## config.mk

```make
export PLATFORM = sky130hd
export DESIGN_NAME = op_share_arbiter
export DESIGN_NICKNAME = d
export VERILOG_FILES = /design/src/rtl/op_share_arbiter_pkg.sv /design/src/rtl/op_share_arbiter_op_unit.sv /design/src/rtl/op_share_arbiter.sv
export SDC_FILE = /design/constraint.sdc
export NUM_CORES = 2
export LEC_CHECK = 0
export ABC_AREA = 1
export BUFFER_PORTS_ARGS = -buffer_cell sky130_fd_sc_hd__clkbuf_2
export CAP_MARGIN = 20
export CORE_MARGIN = 3
export CORE_UTILIZATION = 50
export DETAILED_ROUTE_END_ITERATION = 8
export GPL_TIMING_DRIVEN = 1
export PLACE_DENSITY = 0.67
export SYNTH_ARGS = -nofsm -noshare
export SYNTH_HDL_FRONTEND = slang
export SYNTH_SLANG_ARGS = --single-unit
```

## constraint.sdc

```tcl
create_clock -name clk -period 131.9 [get_ports clk]
set_input_delay 26.38 -clock clk [delete_from_list [all_inputs] [get_ports clk]]
set_output_delay 26.38 -clock clk [all_outputs]
set_load 0.05 [all_outputs]
```

## src/rtl/op_share_arbiter_pkg.sv

```systemverilog
// Shared definitions for the operator-sharing arbiter: opcodes, FSM encoding
// and the default datapath width.
package op_share_arbiter_pkg;

  localparam int DEFAULT_WIDTH = 32;

  typedef enum logic [1:0] {
    OP_ADD = 2'b00,
    OP_MUL = 2'b01,
    OP_DIV = 2'b10,
    OP_SHL = 2'b11
  } opcode_e;

  localparam logic [1:0] ST_IDLE = 2'd0;
  localparam logic [1:0] ST_EXEC = 2'd1;
  localparam logic [1:0] ST_RESP = 2'd2;

endpackage

```

## src/rtl/op_share_arbiter_op_unit.sv

```systemverilog
// Combinational shared operator: add, low-half multiply, signed truncating
// divide and left shift, all wrapping modulo 2^WIDTH.
module op_unit
  import op_share_arbiter_pkg::*;
#(
  parameter int WIDTH = DEFAULT_WIDTH
) (
  input  logic [1:0]       op,
  input  logic [WIDTH-1:0] a,
  input  logic [WIDTH-1:0] b,
  output logic [WIDTH-1:0] result
);

  logic signed [WIDTH-1:0] sa;
  logic signed [WIDTH-1:0] sb;

  assign sa = a;
  assign sb = b;

  // Divide by zero yields 0; the single overflowing quotient (min / -1) wraps to min.
  function automatic logic signed [WIDTH-1:0] sat_div(input logic signed [WIDTH-1:0] n,
                                                      input logic signed [WIDTH-1:0] d);
    logic signed [WIDTH-1:0] min_v;
    min_v = {1'b1, {(WIDTH-1){1'b0}}};
    if (d == '0)
      return '0;
    else if (n == min_v && d == '1)
      return min_v;
    else
      return n / d;
  endfunction

  always_comb begin
    result = '0;
    case (op)
      OP_ADD:  result = sa + sb;
      OP_MUL:  result = sa * sb;
      OP_DIV:  result = sat_div(sa, sb);
      OP_SHL:  result = sa << sb[4:0];
      default: result = '0;
    endcase
  end

endmodule

```

## src/rtl/op_share_arbiter.sv

```systemverilog
// Round-robin arbiter sharing one multi-cycle operator among N_REQ requesters,
// one operation in flight: IDLE (grant) -> EXEC (LATENCY cycles) -> RESP.
module op_share_arbiter
  import op_share_arbiter_pkg::*;
#(
  parameter int N_REQ   = 3,
  parameter int WIDTH   = DEFAULT_WIDTH,
  parameter int LATENCY = 2
) (
  input  logic                   clk,
  input  logic                   rst,
  input  logic [N_REQ-1:0]       req_valid,
  output logic [N_REQ-1:0]       req_ready,
  input  logic [2*N_REQ-1:0]     req_op,
  input  logic [WIDTH*N_REQ-1:0] req_a,
  input  logic [WIDTH*N_REQ-1:0] req_b,
  output logic [N_REQ-1:0]       rsp_valid,
  output logic [WIDTH-1:0]       rsp_data,
  output logic                   busy
);

  localparam int IDX_W = (N_REQ > 1) ? $clog2(N_REQ) : 1;
  localparam int CNT_W = $clog2(LATENCY + 1);

  logic [1:0]              state;
  logic [IDX_W-1:0]        last_grant;
  logic [CNT_W-1:0]        cnt;

  logic [1:0]              op_p0;
  logic signed [WIDTH-1:0] a_p0;
  logic signed [WIDTH-1:0] b_p0;
  logic [IDX_W-1:0]        win_p0;

  logic [N_REQ-1:0]        rsp_valid_p1;
  logic [WIDTH-1:0]        rsp_data_p1;

  logic [N_REQ-1:0]        grant;
  logic [IDX_W-1:0]        pick;
  logic                    found;
  logic                    accept;
  int                      idx;
  logic [IDX_W-1:0]        idx_w;
  logic [1:0]              sel_op;
  logic [WIDTH-1:0]        sel_a;
  logic [WIDTH-1:0]        sel_b;
  logic [WIDTH-1:0]        result;

  // Rotating priority: the search begins just after the most recent winner.
  always_comb begin
    grant  = '0;
    pick   = last_grant;
    found  = 1'b0;
    idx    = 0;
    idx_w  = '0;
    sel_op = '0;
    sel_a  = '0;
    sel_b  = '0;
    for (int k = 0; k < N_REQ; k++) begin
      idx = int'(last_grant) + 1 + k;
      if (idx >= N_REQ) idx = idx - N_REQ;
      idx_w = IDX_W'(idx);
      if (!found && req_valid[idx_w]) begin
        grant[idx_w] = 1'b1;
        pick         = idx_w;
        found        = 1'b1;
      end
    end
    for (int i = 0; i < N_REQ; i++) begin
      if (grant[i]) begin
        sel_op = req_op[2*i +: 2];
        sel_a  = req_a[WIDTH*i +: WIDTH];
        sel_b  = req_b[WIDTH*i +: WIDTH];
      end
    end
  end

  assign accept    = (state == ST_IDLE) && !rst && found;
  assign req_ready = accept ? grant : '0;

  op_unit #(.WIDTH(WIDTH)) u_op_unit (
    .op     (op_p0),
    .a      (a_p0),
    .b      (b_p0),
    .result (result)
  );

  always_ff @(posedge clk) begin
    if (rst) begin
      state        <= ST_IDLE;
      last_grant   <= IDX_W'(N_REQ - 1);
      cnt          <= '0;
      op_p0        <= '0;
      a_p0         <= '0;
      b_p0         <= '0;
      win_p0       <= '0;
      rsp_valid_p1 <= '0;
      rsp_data_p1  <= '0;
    end else begin
      rsp_valid_p1 <= '0;
      rsp_data_p1  <= '0;
      case (state)
        // p0: operands captured at accept; nothing downstream reads the request bus again
        ST_IDLE: begin
          if (accept) begin
            state      <= ST_EXEC;
            cnt        <= CNT_W'(LATENCY);
            last_grant <= pick;
            win_p0     <= pick;
            op_p0      <= sel_op;
            a_p0       <= sel_a;
            b_p0       <= sel_b;
          end
        end
        // p1: result registered on the final execute cycle, presented during RESP
        ST_EXEC: begin
          if (cnt == CNT_W'(1)) begin
            state                <= ST_RESP;
            cnt                  <= '0;
            rsp_valid_p1[win_p0] <= 1'b1;
            rsp_data_p1          <= result;
          end else begin
            cnt <= cnt - CNT_W'(1);
          end
        end
        ST_RESP: state <= ST_IDLE;
        default: state <= ST_IDLE;
      endcase
    end
  end

  // A reset landing in the RESP cycle suppresses the strobe immediately.
  assign rsp_valid = rst ? '0 : rsp_valid_p1;
  assign rsp_data  = rst ? '0 : rsp_data_p1;
  assign busy      = (state != ST_IDLE);

endmodule

```

* After elaboration in Yosys (flattened, before gate mapping)
Index checks and enable logic that the tools add are counted.
** Operators by class
- Bitwise operators :: 4
- Shifts and indexed selects :: 1
- Multipliers :: 1
- $lt $le $gt $ge :: 11
- Mux-type cells :: 47
- Eq/ne operators :: 9
- Reductions and logical operators :: 21
- Divide/modulo/power cells :: 1
- Add/sub/neg operators :: 8
** Operators by type and width (count)
- 2-to-1 mux 32 bit :: 9
- one-hot mux 32 bit (4 select lines) :: 1
- == test 32 bit (second input constant) :: 2
- adder 32 bit :: 1
- divider 32 x 32 -> 32 bit :: 1
- logical NOT 32 bit :: 1
- multiplier 32 x 32 -> 32 bit :: 1
- left shift 32 x 5 -> 32 bit :: 1
- 2-to-1 mux 2 bit :: 13
- 2-to-1 mux 3 bit :: 5
- less-than comparator 2 x 3 -> 1 bit (second input constant) :: 4
- 2-to-1 mux 1 bit :: 10
- logical AND 1 bit :: 9
- demux 1 bit (select 2 bit) :: 4
- greater-or-equal comparator 2 x 1 -> 1 bit (second input constant) :: 4
- greater-or-equal comparator 4 x 2 -> 1 bit (second input constant) :: 2
- one-hot mux 2 bit (2 select lines) :: 2
- binary-select mux 1 bit (select 2 bit) :: 3
- == test 2 x 1 -> 1 bit (second input constant) :: 3
- OR 3 bit :: 2
- AND reduction 2 bit :: 3
- subtractor 2 bit (second input constant) :: 3
- adder 3 x 1 -> 4 bit (second input constant) :: 1
- adder 3 x 2 -> 4 bit (second input constant) :: 1
- 10 further kinds :: 17
** Word-level totals
- Word-level logic and storage cells :: 112
- Bits in registers :: 109
- Input port bits :: 203

* Depth between registers and ports, before layout
- Word-level depth :: 15
- Mapped depth :: 697
- Mapped depth without buffers :: 679

* Cells and area by module
Synthesis repeated with hierarchy kept, for this count alone.
** Second synthesis, totals
- Cell total of the unflattened synthesis :: 9317
- Area total of the unflattened synthesis :: 57056.0 sq um
** By module, submodules not included
- op_unit :: cells an instance 8378, instances 1, area an instance 51015.2 sq um
- op_share_arbiter :: cells an instance 939, instances 1, area an instance 6040.8 sq um

* Worst setup path before layout
No wires, ideal clock.
- Path type :: reg2reg
- From :: reg b_p0[0]
- To :: reg rsp_data_p1[30]
- Clock period less this slack :: 79.049 ns
- Slack :: 52.851 ns
- Setup time :: 0.109 ns
- Cell stages (with the launch flop) :: 676
- Buffers on the path :: 24
- Arrival :: 78.940 ns
- Data required time :: 131.791 ns
- Path through :: dfxtp_1 > buf_2 > inv_2 > clkbuf_1 > buf_1 > ha_1 > nand2_2 > nor2_8 > nand2_1 > nand2_1 > nand2_1 > a21oi_2 > nand3_1 > nor2_4 > nand2_8 > inv_2 > a22oi_1 > ha_1 > [640 not listed] > ha_1 > inv_1 > nor3_1 > nand3_1 > nor2_2 > nand3_2 > nor2_2 > nand4_1 > nor3_2 > nand3_2 > o21ai_2 > nand2_1 > a21oi_1 > nand2_1 > nand3_1 > nand4_1 > nand2_1 > inv_1
** Between the ends
- Word-level cells in the longest chain between the ends :: 5
** RTL lines
- start, declared :: line op_share_arbiter.sv:31 : logic signed [WIDTH-1:0] b_p0;
- start signal, assigned :: line op_share_arbiter.sv:111 : b_p0 <= sel_b;
- branches (longest 4 deep; another with divider 32 x 32 -> 32 bit)
- one-hot mux 32 bit (4 select lines) * :: line op_share_arbiter_op_unit.sv:35 : case (op)
- end signal, assigned :: line op_share_arbiter.sv:120 : rsp_data_p1 <= result;
- end, declared :: line op_share_arbiter.sv:35 : logic [WIDTH-1:0] rsp_data_p1;
Every way passes the cells marked *.
A chain may end at the register's enable or synchronous reset.

* Final worst setup path
- From :: reg b_p0[1]
- To :: reg rsp_data_p1[20]
Same word-level chain as after synthesis.

==> results.py <==
metrics = {
    "yosys": {
        "async_flop_share_pct": 0,
        "ys_seq_area_share_pct": 3.91,
        "synth_edf_count": 0,
        "ys_types": 70,
        "ys_ff_latch": 108,
        "ys.flop_type": "dfxtp_1",
        "synth_area_um2": 55300,
        "synth_area_per_cell_um2": 6.16,
        "syn_nets": 10300,
        "yosysTopAreaCellShare_pct": 16.3,
        "yosysWarningCount": 0,
        "synth_area_leaders": "ha_1, nand2_1, fa_1",
        "synth_area_leader_cell": "ha_1",
        "syn_inst": 8989,
    },
    "timing": {
        "setup_viol": 0,
        "holdWs_ps": 474,
        "tightest_slew_ps": 1100,
        "slew_violations": 0,
        "post-route-min-period_ps": 97590,
        "hold_viol_final": 0,
        "rsz0062_at_grt": "false",
        "post-route-period-util_pct": 74.0,
        "finalSetupTns_ps": 0,
        "fin_skew_ps": 20.0,
        "fmax_ghz": 0.0102,
        "slew_headroom_pct": 26.2,
    },
    "grt": {
        "overflow": 0,
        "grt_use_met2_pct": 57.5,
        "grt_pass1_wl_um": 331000,
        "use_met1_pct": 49.0,
        "antenna_found_initial": 8,
        "first_global_vias": 56400,
        "met3_usage_pct": 7.64,
        "grt_max_degree": 62,
        "top_usage_layer": "met2",
        "grtUsageTotal_pct": 37.0,
    },
    "layout": {
        "layout.cells.most_common_list": "nand2_1, inv_1, ha_1",
        "layout_commonest_cell": "nand2_1",
        "layout-drive-gt1-share_pct": 7.33,
        "fill_cells": 11400,
        "fin_area_um2": 58300,
        "syn_to_final_growth_pct": 5.42,
        "final_util_pct": 53.4,
        "nets": 10400,
    },
    "worst_setup_path": {
        "worstPathMaxFanout": 47,
        "cp.required_ps": 132130,
        "cp-end-kind": "flop",
        "cp.arrival_ps": 97810,
        "start_kind": "flop",
        "critPathMaxStageDelay_ps": 740,
        "path_class": "flop to flop",
        "cpMostUsedCell": "nand2_1",
        "cpMaxStageDelayCell": "a221oi_1",
    },
    "clock_network": {
        "clk_latency_ps": 420,
        "ctsResizeCount": 0,
        "cts_tree": "done",
        "holdBufCountCts": 0,
        "clk_pin_slew_ps": 90,
        "root_buffer": "clkbuf_16",
        "htreeDepth": 3,
        "cts.sink_count": 108,
        "cts_setup_buffers": 0,
        "cts_buffer_depth": 2,
        "numCtsBuffers": 9,
    },
    "die": {
        "fp-row-count": 121,
        "fp.dieH_um": 339,
        "die-area_um2": 115000,
        "coreArea_um2": 109000,
        "die_w_um": 339,
        "start_util_pct": 50.6,
        "ios": 242,
    },
    "placed_design": {
        "dpl_cell_area_um2": 58000,
        "hpwl_um": 176000,
        "placement.io_buffers": 241,
        "place_congestion": 1.06,
    },
    "worst_hold_path": {
        "min_path_type": "flop to flop",
    },
    "outcome": {
        "status": "finished, final reports clean",
    },
    "detailed_routing": {
        "wirelength_um": 219000,
        "drtIter0Drc": 5692,
        "wl_per_cell_um": 20.8,
        "drtPass1Iterations": 8,
        "drc": 0,
        "via_count": 59200,
        "vias_per_cell": 5.61,
        "antenna_left": 0,
    },
    "job": {
        "maxCapViolations": 0,
    },
}
-- logic make-up (layout without fill, tap and decap cells) --
kind of cell / count (synthesis) / count (layout) / share of synthesized area, %
other: 0 / 2 / 0
xor gates and xnor gates: 421 / 421 / 6.66
AOI/OAI and AO/OA: 1439 / 1439 / 15.0
DFF: 108 / 108 / 3.91
buffers and inverters: 2167 / 2246 / 15.1
adders and majority gates: 1131 / 1131 / 31.1
and+or+nand+nor: 3719 / 3719 / 28.1
muxes: 4 / 4 / 0.0724
-- metal layers --
layer	up-vias	share of wire, %
met5	-	0.016
met3	562	10
met1	27700	41
li1	28300	-
met4	8	5.7
met2	2696	43
-- worst paths after layout --
path,startpoint,to,slack (ps),cells after the start
worst min-delay path,cnt[0]$_SDFFE_PP0P_,cnt[0]$_SDFFE_PP0P_,470,1
worst min register to register,cnt[0]$_SDFFE_PP0P_,cnt[0]$_SDFFE_PP0P_,470,1
worst max-delay path,b_p0[1]$_SDFFE_PP0P_,rsp_data_p1[20]$_SDFF_PP0_,34310,648
worst max register to register,b_p0[1]$_SDFFE_PP0P_,rsp_data_p1[20]$_SDFF_PP0_,34310,648
-- per-stage QoR --
step	instances	worst slack, ps
6_report	10500	34310
5_1_grt	10500	22820
4_1_cts	10500	35750
3_5_place_dp	10500	36120
3_3_place_gp	10500	39040
2_1_floorplan	8989	52850
-- synth_stat cells, types with 58 or more instances --
cell type,number
xor2_1,270
fa_1,409
inv_1,1828
xnor2_1,151
buf_1,58
o21ai_0,434
nor2_1,559
dfxtp_1,108
a221oi_1,63
ha_1,722
nand4_1,79
o21ai_1,105
or2_2,118
nor3_1,91
nand2_1,2398
nand3_1,326
clkbuf_1,165
a21oi_1,541
-- area by class of cell --
class | instances | area (um2) | area share (%)
diodes | 2 | 5.00 | 0.00858
clock buffers | 9 | 225 | 0.386
clock inverters | 7 | 86.3 | 0.148
inverters | 1865 | 7000 | 12.0
multi-input cells | 6714 | 44900 | 76.9
flip-flops and latches | 108 | 2170 | 3.72
well taps | 1476 | 1850 | 3.17
repair buffers | 365 | 2140 | 3.66
-- critical path: cells and delay by family, from the launching register on --
kind	cells	cell delay, ps
flops	1	560
buf+inv	78	10520
compound gates	225	40010
fa+ha+maj	33	10340
simple gates	312	35580
-- flip-flops by register name (all words and copies together), names as in the netlist --
name / flops
a_p0: 32
b_p0: 32
cnt: 2
last_grant: 2
op_p0: 2
rsp_data_p1: 32
rsp_valid_p1: 3
state: 2
win_p0: 1
Power is left out: the tool's default activity adds up to more than one toggle a clock period on the data nets, which glitch-free logic cannot reach.
